==> src/rtl/inst_sram_axi_bridge_pkg.sv <==
// Shared AXI read-channel constants and SRAM-like size encodings for the instruction bridge.
package inst_sram_axi_bridge_pkg;

    localparam logic [1:0] BURST_INCR   = 2'b01;
    localparam logic [1:0] RESP_OKAY    = 2'b00;

    localparam logic [2:0] AXI_SIZE_1B  = 3'b000;
    localparam logic [2:0] AXI_SIZE_2B  = 3'b001;
    localparam logic [2:0] AXI_SIZE_4B  = 3'b010;

    localparam logic [1:0] SRAM_SIZE_1B = 2'd0;
    localparam logic [1:0] SRAM_SIZE_2B = 2'd1;
    localparam logic [1:0] SRAM_SIZE_4B = 2'd2;

    typedef enum logic {
        AR_IDLE = 1'b0,
        AR_SEND = 1'b1
    } ar_state_e;

    function automatic logic [2:0] to_axi_size(input logic [1:0] size);
        case (size)
            SRAM_SIZE_1B: return AXI_SIZE_1B;
            SRAM_SIZE_2B: return AXI_SIZE_2B;
            SRAM_SIZE_4B: return AXI_SIZE_4B;
            default:      return {1'b0, size};
        endcase
    endfunction

endpackage

==> src/rtl/inst_sram_axi_bridge.sv <==
// SRAM-like instruction port to AXI4 read-only master; single-beat reads, in-order,
// up to MAX_OUTSTANDING in flight, with registered read data back to fetch.
module inst_sram_axi_bridge
    import inst_sram_axi_bridge_pkg::*;
#(
    parameter int unsigned MAX_OUTSTANDING = 2,
    parameter logic [3:0]  AXI_ID          = 4'h0
) (
    input  logic        clk,
    input  logic        resetn,
    input  logic        inst_sram_req,
    input  logic        inst_sram_wr,
    input  logic [1:0]  inst_sram_size,
    input  logic [31:0] inst_sram_addr,
    input  logic [3:0]  inst_sram_wstrb,
    input  logic [31:0] inst_sram_wdata,
    output logic        inst_sram_addr_ok,
    output logic        inst_sram_data_ok,
    output logic [31:0] inst_sram_rdata,
    output logic [3:0]  arid,
    output logic [31:0] araddr,
    output logic [7:0]  arlen,
    output logic [2:0]  arsize,
    output logic [1:0]  arburst,
    output logic [1:0]  arlock,
    output logic [3:0]  arcache,
    output logic [2:0]  arprot,
    output logic        arvalid,
    input  logic        arready,
    input  logic [3:0]  rid,
    input  logic [31:0] rdata,
    input  logic [1:0]  rresp,
    input  logic        rlast,
    input  logic        rvalid,
    output logic        rready,
    output logic        bridge_err
);

    localparam int unsigned      CNT_W   = $clog2(MAX_OUTSTANDING + 1);
    localparam logic [CNT_W-1:0] CNT_MAX = CNT_W'(MAX_OUTSTANDING);

    ar_state_e        state, state_next;
    logic [CNT_W-1:0] cnt;
    logic [31:0]      araddr_q;
    logic [1:0]       size_q;
    logic [31:0]      rdata_q;
    logic             data_ok_q;
    logic             err_q;
    logic             accept;
    logic             r_fire;
    logic             unused_inputs;

    assign unused_inputs = ^{inst_sram_wstrb, inst_sram_wdata, rid, rlast};

    always_ff @(posedge clk) begin
        if (!resetn) state <= AR_IDLE;
        else         state <= state_next;
    end

    always_comb begin
        state_next = state;
        case (state)
            AR_IDLE: if (accept)  state_next = AR_SEND;
            AR_SEND: if (arready) state_next = AR_IDLE;
            default:              state_next = AR_IDLE;
        endcase
    end

    always_comb begin
        accept  = 1'b0;
        arvalid = 1'b0;
        case (state)
            AR_IDLE: accept  = inst_sram_req && !inst_sram_wr && (cnt < CNT_MAX);
            AR_SEND: arvalid = 1'b1;
            default: ;
        endcase
    end

    // Only accept R beats while a read is outstanding, so the count can never underflow.
    assign rready = (cnt != '0);
    assign r_fire = rvalid && rready;

    always_ff @(posedge clk) begin
        if (!resetn) begin
            araddr_q  <= '0;
            size_q    <= '0;
            cnt       <= '0;
            rdata_q   <= '0;
            data_ok_q <= 1'b0;
            err_q     <= 1'b0;
        end else begin
            if (accept) begin
                araddr_q <= inst_sram_addr;
                size_q   <= inst_sram_size;
            end
            case ({accept, r_fire})
                2'b10:   cnt <= cnt + CNT_W'(1);
                2'b01:   cnt <= cnt - CNT_W'(1);
                default: ;
            endcase
            data_ok_q <= r_fire;
            if (r_fire) begin
                rdata_q <= rdata;
                if (rresp != RESP_OKAY) err_q <= 1'b1;
            end
        end
    end

    assign inst_sram_addr_ok = accept;
    assign inst_sram_data_ok = data_ok_q;
    assign inst_sram_rdata   = rdata_q;
    assign bridge_err        = err_q;

    assign arid    = AXI_ID;
    assign araddr  = araddr_q;
    assign arlen   = '0;
    assign arsize  = to_axi_size(size_q);
    assign arburst = BURST_INCR;
    assign arlock  = '0;
    assign arcache = '0;
    assign arprot  = '0;

    r_beat_while_idle: assert property (@(posedge clk) disable iff (!resetn)
        !(rvalid && cnt == '0));

    cnt_in_range: assert property (@(posedge clk) disable iff (!resetn)
        cnt <= CNT_MAX);

endmodule

==> config.mk <==
export PLATFORM = sky130hd
export DESIGN_NAME = inst_sram_axi_bridge
export DESIGN_NICKNAME = d
export VERILOG_FILES = /design/src/rtl/inst_sram_axi_bridge_pkg.sv /design/src/rtl/inst_sram_axi_bridge.sv
export SDC_FILE = /design/constraint.sdc
export NUM_CORES = 1
export LEC_CHECK = 0
export ABC_AREA = 1
export BUFFER_PORTS_ARGS = -buffer_cell sky130_fd_sc_hd__buf_4
export CAP_MARGIN = 20
export CORE_MARGIN = 3
export CORE_UTILIZATION = 40
export DETAILED_ROUTE_END_ITERATION = 12
export PLACE_DENSITY_LB_ADDON = 0.12
export SKIP_CTS_REPAIR_TIMING = 1
export SLEW_MARGIN = 20
export SYNTH_ARGS = -nofsm -noshare
export SYNTH_HDL_FRONTEND = slang
export SYNTH_SLANG_ARGS = --single-unit
==> constraint.sdc <==
create_clock -name clk -period 3.3 [get_ports clk]
set_input_delay 0.66 -clock clk [delete_from_list [all_inputs] [get_ports clk]]
set_output_delay 0.66 -clock clk [all_outputs]
set_load 0.02 [all_outputs]
==> impl_metrics.env, run 1 <==
export IMPL_status="finished, final reports clean"
export IMPL_clock_skew_ns=0.00535
export IMPL_startpoint_type="flop"
export IMPL_ff2ff_setup_slack_ns=1.54
export IMPL_cts_root_buf="clkbuf_8"
export IMPL_yosys_warnings=0
export IMPL_fmax_mhz=417
export IMPL_synth_seq_area_share_pct=47.8
export IMPL_min_path_type="flop to flop"
export IMPL_detail_route_antenna_nets=0
export IMPL_synth_top_cell_by_area="dfxtp_1"
export IMPL_synthDistinctLibCells=22
export IMPL_worstReg2RegStart="cnt[1]"
export IMPL_synth_avg_cell_area_um2=7.69
export IMPL_die_w_um=92.2
export IMPL_final_area_um2=4140
export IMPL_grt_pass1_vias=2534
export IMPL_setup_viol=0
export IMPL_clkTransAtPathRegs_ns=0.07
export IMPL_drive_gt1_share_pct=32.3
export IMPL_dp_cells=603
export IMPL_numPortBuffers=144
export IMPL_cts_tree="built"
export IMPL_drtPass1Iterations=4
export IMPL_drv_cap=0
export IMPL_dpl_cell_area_um2=3950
export IMPL_drtIter0Drc=96
export IMPL_placeableCoreArea_um2=7020
export IMPL_crit_path_end_kind="primary output"
export IMPL_clock_latency_ns=0.33
export IMPL_ir_drop_mv=0.357
export IMPL_yosys_top_cells_area="dfxtp_1 (48%), nor2_1 (17%), nand3b_1 (8.6%)"
export IMPL_setup_worst_path_end="inst_sram_addr_ok"
export IMPL_max_slew_margin_pct=56.3
export IMPL_synthesis_area_um2=2980
export IMPL_fin_crit_sh_pct=72.7
export IMPL_rsz0062_at_grt="false"
export IMPL_cp_startpoint="cnt[1]"
export IMPL_hold_viol=0
export IMPL_power_leakage_nw=2.01
export IMPL_reg2regPathDepth=9
export IMPL_dieArea_um2=8510
export IMPL_yosysTopAreaCellShare_pct=47.8
export IMPL_dp_hpwl_um=4980
export IMPL_report_final_slew_viol_count=0
export IMPL_cts_htree_levels=3
export IMPL_cp_data_arrival_time_ns=1.74
export IMPL_fin_crit_ns=2.40
export IMPL_fp_dieH_um=92.2
export IMPL_p_per_area_nw_per_um2=578
export IMPL_n_antenna_cell=0
export IMPL_antenna_found_initial=0
export IMPL_grt_ovfl_total=0
export IMPL_worstSetupPathType="flop to primary output"
export IMPL_r2r_end="cnt[1]"
export IMPL_grt_max_degree=71
export IMPL_nNetsFinal=634
export IMPL_cts_made_buffers=9
export IMPL_hold_ws_ns=0.445
export IMPL_critical_path_required_ns=2.64
export IMPL_instances_no_fill=619
export IMPL_final_common_cell="buf_4"
export IMPL_via_per_inst=4.44
export IMPL_syn_inst=387
export IMPL_ys_ff_latch=71
export IMPL_wl_per_cell_um=11.7
export IMPL_drcViolationCount=0
export IMPL_std_cell_rows=30
export IMPL_clkSinkCount=71
export IMPL_num_vias=2750
export IMPL_final_cell_mix="buf_4 (147), nor2_1 (137), dfxtp_1 (71)"
export IMPL_worstMarginPinSlew_ns=0.655
export IMPL_syn_to_final_growth_pct=39.1
export IMPL_grt_pass1_wl_um=11400
export IMPL_start_util_pct=42.4
export IMPL_critPathMaxFanout=35
export IMPL_cts_path_max_buffers=2
export IMPL_grt_usage_pct=16.7
export IMPL_wl_um=7240
export IMPL_ios=210
export IMPL_routabilityCongestion=0.700
export IMPL_setup_tns_ns=0
==> metal layers <==
metal	vias up	track usage, %	routed length, um
met3	12	5.50	693
met1	1210	19.8	3050
met4	0	7.55	119
li1	1420	-	-
met5	-	0	0
met2	108	27.4	3380
==> worst min path at each step <==
stage	slack, ns	endpoint	start	cells after the start
6_report	0.45	bridge_err	bridge_err	2
5_1_grt	0.50	bridge_err	bridge_err	2
4_1_cts	0.45	bridge_err	bridge_err	2
3_5_place_dp	0.44	bridge_err	bridge_err	2
3_3_place_gp	0.43	bridge_err	bridge_err	2
2_1_floorplan	0.45	size_q[1]	size_q[1]	2
==> cell usage after synthesis <==
library cell / number
or2_2: 1
nand2_4: 1
clkbuf_2: 3
clkbuf_1: 6
ha_1: 1
buf_2: 8
buf_4: 24
o21ai_0: 33
clkinv_2: 1
nand4_1: 1
a21oi_1: 2
buf_1: 2
inv_1: 7
nand2_1: 42
dfxtp_1: 71
nand2_2: 2
nor2_4: 2
nand3b_1: 34
clkinv_4: 1
conb_1: 2
nor2_1: 137
buf_6: 6
==> state kept, by name (all words and copies together), names as in the netlist <==
signal / cells
state: 1
inst_sram_rdata: 32
cnt: 2
size_q: 2
inst_sram_data_ok: 1
bridge_err: 1
araddr: 32
==> cell families (layout without fill, tap and decap cells) <==
| family | after synthesis | after routing | share of synthesized area, % |
|---|---|---|---|
| adder cells (fa/ha/maj) | 1 | 1 | 0.420 |
| buffers and inverters | 58 | 172 | 12.5 |
| AND/OR/NAND/NOR | 220 | 220 | 33.1 |
| flip-flops | 71 | 71 | 47.8 |
| other | 2 | 24 | 0.252 |
| AO/OA/AOI/OAI | 35 | 35 | 5.89 |
==> where the power goes <==
group          total [mW]  internal, mW  switching (mW)  leakage (nW)
combinational       0.702         0.291           0.412          1.33
clock               0.667         0.367           0.301         0.100
sequential           1.02         0.967          0.0569         0.583
total                2.39          1.62           0.769          2.01
==> critical path, stage by stage, from the launching register on <==
cell and delay, ns:
dfxtp_1 0.36, nor2_4 0.11, buf_4 0.35, nand2_2 0.15, clkinv_4 0.24, buf_4 0.20
==> area by class of cell <==
| type | instances | area, um^2 |
|---|---|---|
| fill | 675 | 2880 |
| sequential | 71 | 1420 |
| multi-input combinational | 280 | 1260 |
| timing repair buffer | 147 | 1100 |
| clock buffer | 12 | 145 |
| tap | 96 | 120 |
| clock inverter | 4 | 45.0 |
| inverter | 9 | 40.0 |
==> metrics by stage <==
step	worst slack, ns	util, %	power [mW]
final	0.900	59.0	2.39
after global routing	0.772	59.0	2.54
after CTS	0.860	59.0	2.43
after detailed placement	1.15	56.3	1.75
after global placement	1.15	56.3	1.74
after floorplan	1.48	-	1.50
Note: power is estimated with default switching activity, not from simulation.
==> run 2, diff against run 1 <==
clock period = 2.4 ns   (was 3.3 ns; I/O delays follow)
==> impl_metrics.env, run 2 (synthesis gave the netlist of run 1 again) <==
export IMPL_drcViolationCount=0
export IMPL_clock_skew_ns=0.00444
export IMPL_clock_latency_ns=0.33
export IMPL_numPortBuffers=144
export IMPL_dpl_cell_area_um2=3950
export IMPL_clkTransAtPathRegs_ns=0.07
export IMPL_min_path_type="input pin to flop"
export IMPL_ios=210
export IMPL_crit_family="buffers and inverters"
export IMPL_placeableCoreArea_um2=7020
export IMPL_cts_path_max_buffers=2
export IMPL_fillers=662
export IMPL_worstSetupPathType="flop to primary output"
export IMPL_critPathMaxFanout=35
export IMPL_report_final_slew_viol_count=0
export IMPL_slowest_delay_ns=0.42
export IMPL_pre_cts_ws_ns=0.626
export IMPL_power_leakage_nw=2.01
export IMPL_p_per_area_nw_per_um2=795
export IMPL_drive_gt1_share_pct=32.3
export IMPL_routabilityCongestion=0.722
export IMPL_crit_path_end_kind="primary output"
export IMPL_antenna_found_initial=0
export IMPL_via_per_inst=4.43
export IMPL_met3_usage_pct=6.32
export IMPL_use_met2_pct=28.2
export IMPL_hold_viol=0
export IMPL_start_util_pct=42.4
export IMPL_cp_data_arrival_time_ns=1.40
export IMPL_die_w_um=92.2
export IMPL_cts_htree_levels=3
export IMPL_dp_hpwl_um=4990
export IMPL_clkSinkCount=71
export IMPL_fmax_mhz=533
export IMPL_use_met1_pct=18.6
export IMPL_drtIter0Drc=75
export IMPL_setup_viol=0
export IMPL_crit_chain="nor2_4 > nand2_2 > clkinv_4 > buf_4"
export IMPL_startpoint_type="flop"
export IMPL_final_cell_mix="buf_4 (147), nor2_1 (137), dfxtp_1 (71)"
export IMPL_detail_route_antenna_nets=0
export IMPL_max_slew_margin_pct=56.7
export IMPL_syn_to_final_growth_pct=39.1
export IMPL_wl_per_cell_um=11.6
export IMPL_slowest_stage="dfxtp_1"
export IMPL_ir_drop_mv=0.468
export IMPL_dieArea_um2=8510
export IMPL_nNetsFinal=634
export IMPL_grt_busiest_layer="met2"
export IMPL_grt_ovfl_total=0
export IMPL_fin_crit_sh_pct=78.2
export IMPL_grt_usage_pct=16.6
export IMPL_grt_max_degree=71
export IMPL_wl_um=7190
export IMPL_std_cell_rows=30
export IMPL_regArea_um2=1420
export IMPL_cts_made_buffers=9
export IMPL_final_area_um2=4140
export IMPL_drv_cap=0
export IMPL_num_vias=2744
export IMPL_final_common_cell="buf_4"
export IMPL_worstMarginPinSlew_ns=0.649
export IMPL_setup_tns_ns=0
export IMPL_n_antenna_cell=0
export IMPL_critPathBufInv=2
export IMPL_status="finished, final reports clean"
export IMPL_cts_root_buf="clkbuf_8"
export IMPL_cts_tree="built"
export IMPL_multiInputGateArea_um2=1260
export IMPL_fin_crit_ns=1.88
export IMPL_grt_pass1_wl_um=11400
export IMPL_drtPass1Iterations=6
export IMPL_fp_dieH_um=92.2
export IMPL_timing_final_ws_setup_ns=0.524
export IMPL_rsz0062_at_grt="false"
export IMPL_grt_pass1_vias=2504
export IMPL_critical_path_required_ns=1.92
## run 2: cell counts in the layout (fill, tap and decap cells not counted)
Identical to the previous run, type by type.
## run 2: worst paths after layout
path,startpoint,to,slack [ns],cells past startpoint
min,rdata[14],inst_sram_rdata[14],0.40,3
max reg2reg,cnt[0],cnt[1],0.76,10
max,cnt[1],inst_sram_addr_ok,0.52,4
min reg2reg,bridge_err,bridge_err,0.45,2
## run 2: worst reg2reg max path: stages (launching register included)
cell	delay, ns
dfxtp_1	0.33
inv_1	0.12
nand2_2	0.11
nand2_4	0.26
clkinv_2	0.11
ha_1	0.31
inv_1	0.08
nand2_1	0.05
nor2_1	0.09
nor2_1	0.04
nor2_1	0.09
## run 2: through the flow
stage | utilization (%) | hold slack [ns] | power, mW | instances
after floorplan | - | 0.452 | 2.06 | 409
after global placement | 56.3 | 0.433 | 2.39 | 603
after detailed placement | 56.3 | 0.438 | 2.41 | 603
after CTS | 59.0 | 0.379 | 3.34 | 619
after global routing | 59.0 | 0.388 | 3.49 | 619
final | 59.0 | 0.397 | 3.29 | 619
## run 2: report_power, final
| group | internal (mW) | switching (mW) |
|---|---|---|
| clock | 0.504 | 0.416 |
| combinational | 0.400 | 0.562 |
| sequential | 1.33 | 0.0780 |
| total | 2.23 | 1.06 |
## run 2: area by class of cell
class / count / share of cell area, %
Clock inverter: 4 / 1.09
Tap cell: 96 / 2.90
Multi-Input combinational cell: 280 / 30.5
Timing Repair Buffer: 147 / 26.7
Inverter: 9 / 0.967
Sequential cell: 71 / 34.3
Clock buffer: 12 / 3.51
## run 2: per-layer routing
metal  up-vias  share of wire (%)  wire, um
met4         0                1.5       109
met1      1211                 41      2960
met3        10                 11       772
li1       1420                  -         -
met5         -                  0         0
met2       103                 47      3350
==> run 3, diff against run 2 <==
ABC_AREA = 0   (was 1)
CORE_UTILIZATION = 37   (was 40)
clock period = 1.6 ns   (was 2.4 ns; I/O delays follow)
==> impl_metrics.env, run 3 <==
export IMPL_report_final_slew_viol_count=0
export IMPL_fin_crit_ns=1.82
export IMPL_grt_ovfl_total=0
export IMPL_routabilityCongestion=0.629
export IMPL_startpoint_type="flop"
export IMPL_die_w_um=95.5
export IMPL_fmax_mhz=549
export IMPL_crit_path_end_kind="primary output"
export IMPL_std_cell_rows=32
export IMPL_status="finished with violations"
export IMPL_antenna_found_initial=0
export IMPL_drive_gt1_share_pct=43.6
export IMPL_fin_crit_sh_pct=114
export IMPL_grt_usage_pct=15.0
export IMPL_drtIter0Drc=49
export IMPL_yosys_top_cells_area="dfxtp_1 (48%), nand2_1 (17%), a21boi_2 (11%)"
export IMPL_fp_dieH_um=95.5
export IMPL_synth_main_ff_cell="dfxtp_1"
export IMPL_syn_inst=335
export IMPL_slowest_delay_ns=0.55
export IMPL_ios=210
export IMPL_clock_skew_ns=0.00797
export IMPL_setup_viol=3
export IMPL_grt_max_degree=43
export IMPL_cts_root_buf="clkbuf_8"
export IMPL_dp_hpwl_um=4950
export IMPL_drtPass1Iterations=4
export IMPL_min_path_type="input pin to flop"
export IMPL_yosysTopAreaCellShare_pct=48.0
export IMPL_synthesis_area_um2=2960
export IMPL_hold_viol=0
export IMPL_wl_um=7190
export IMPL_cts_tree="built"
export IMPL_drv_cap=0
export IMPL_cp_data_arrival_time_ns=1.50
export IMPL_final_cell_mix="buf_4 (154), nand2_1 (132), dfxtp_1 (69)"
export IMPL_grt_pass1_vias=2375
export IMPL_clkTransAtPathRegs_ns=0.07
export IMPL_timing_final_ws_setup_ns=-0.220
export IMPL_critPathMaxFanout=4
export IMPL_final_common_cell="buf_4"
export IMPL_dieArea_um2=9120
export IMPL_critical_path_required_ns=1.28
export IMPL_worstSetupPathType="flop to primary output"
export IMPL_hold_depth=3
export IMPL_pre_cts_ws_ns=-0.274
export IMPL_dpl_cell_area_um2=4060
export IMPL_p_per_area_nw_per_um2=1270
export IMPL_nNetsFinal=599
export IMPL_total_power_mw=5.60
export IMPL_synth_most_common_cell="nand2_1"
export IMPL_final_area_um2=4420
export IMPL_violations="setup timing"
export IMPL_syn_to_final_growth_pct=49.0
export IMPL_via_per_inst=4.33
export IMPL_synth_edf_count=0
export IMPL_n_antenna_cell=0
export IMPL_ys_ff_latch=71
export IMPL_drcViolationCount=0
export IMPL_yosys_warnings=0
export IMPL_rsz0062_at_grt="true"
export IMPL_num_vias=2554
export IMPL_clock_latency_ns=0.33
export IMPL_start_util_pct=38.2
export IMPL_slowest_stage="or4b_4"
export IMPL_grt_pass1_wl_um=10600
export IMPL_detail_route_antenna_nets=0
export IMPL_numPortBuffers=144
export IMPL_synth_top_cell_by_area="dfxtp_1"
export IMPL_hold_ws_ns=0.232
export IMPL_ir_drop_mv=0.585
export IMPL_crit_chain="or4b_4 > buf_12 > clkinv_8 > buf_8"
export IMPL_wl_per_cell_um=12.2
export IMPL_synthDistinctLibCells=23
export IMPL_cts_path_max_buffers=2
export IMPL_power_leakage_nw=1.93
export IMPL_cts_htree_levels=3
export IMPL_clkSinkCount=71
export IMPL_synth_seq_area_share_pct=48.0
export IMPL_reg2regPathDepth=6
export IMPL_placeableCoreArea_um2=7770
export IMPL_synthTopCellsByCount="nand2_1 (132), dfxtp_1 (71), a21boi_0 (39)"
export IMPL_synth_avg_cell_area_um2=8.85
export IMPL_setup_tns_ns=-0.547
export IMPL_ys_async_sr_fraction_pct=0
export IMPL_cts_made_buffers=9
-- run 3: cell count changes in the layout (fill, tap and decap cells not counted), sizes merged, moves of 2 or more --
cell / previous run / this run
nor2: 139 / 2
nand2: 45 / 132
a21boi: 0 / 68
nand3b: 34 / 0
o21ai: 33 / 2
buf: 147 / 159
inv: 7 / 0
a21oi: 2 / 0
and2: 0 / 2
clkinv: 5 / 3
clkinvlp: 0 / 2
xnor2: 0 / 2
-- run 3: path summary, 6_finish.rpt --
check / from / to / slack [ns]
max reg2reg: cnt[1] / cnt[1] / -0.19
min reg2reg: araddr[0] / araddr[0] / 0.46
max: cnt[1] / inst_sram_addr_ok / -0.22
min: inst_sram_addr[1] / araddr[1] / 0.23
-- run 3: layer usage --
layer	global-route usage, %	routed length (um)	vias up
li1	-	-	1313
met1	16.7	2970	1127
met2	25.2	3360	107
met3	6.47	790	7
met4	5.69	72	0
met5	0	0	-
-- run 3: per-stage QoR --
step           instances  util, %
2_1_floorplan        357        -
3_3_place_gp         567     52.3
3_5_place_dp         567     52.3
4_1_cts              583     55.3
5_1_grt              590     56.9
6_report             590     56.9
-- run 3: area by class of cell --
| class | count | area (um^2) |
|---|---|---|
| clock buffer | 11 | 151 |
| tap | 102 | 128 |
| sequential | 71 | 1420 |
| inverter | 2 | 20.0 |
| timing repair buffer | 161 | 1290 |
| fill | 737 | 3350 |
| multi-input combinational | 238 | 1320 |
| clock inverter | 5 | 80.1 |
-- run 3: logic make-up after synthesis --
kind of cell | count (synthesis) | synth area share [%]
simple gates | 140 | 18.4
compound gates | 71 | 21.6
other cells | 2 | 0.253
flops | 71 | 48.0
xor+xnor | 2 | 0.591
fa+ha+maj | 1 | 0.422
buf+inv | 48 | 10.8
-- run 3: power breakdown --
| group | leakage [nW] | switching (mW) | internal, mW |
|---|---|---|---|
| Clock | 0.112 | 0.665 | 0.961 |
| Sequential | 0.579 | 0.131 | 2.02 |
| Combinational | 1.24 | 1.01 | 0.821 |
| Total | 1.93 | 1.80 | 3.80 |
-- run 3: worst max-delay path, delay by kind of cell (launching register included) --
kind          cells  cell delay (ns)
simple gates      1             0.55
buf+inv           3             0.30
flops             1             0.32
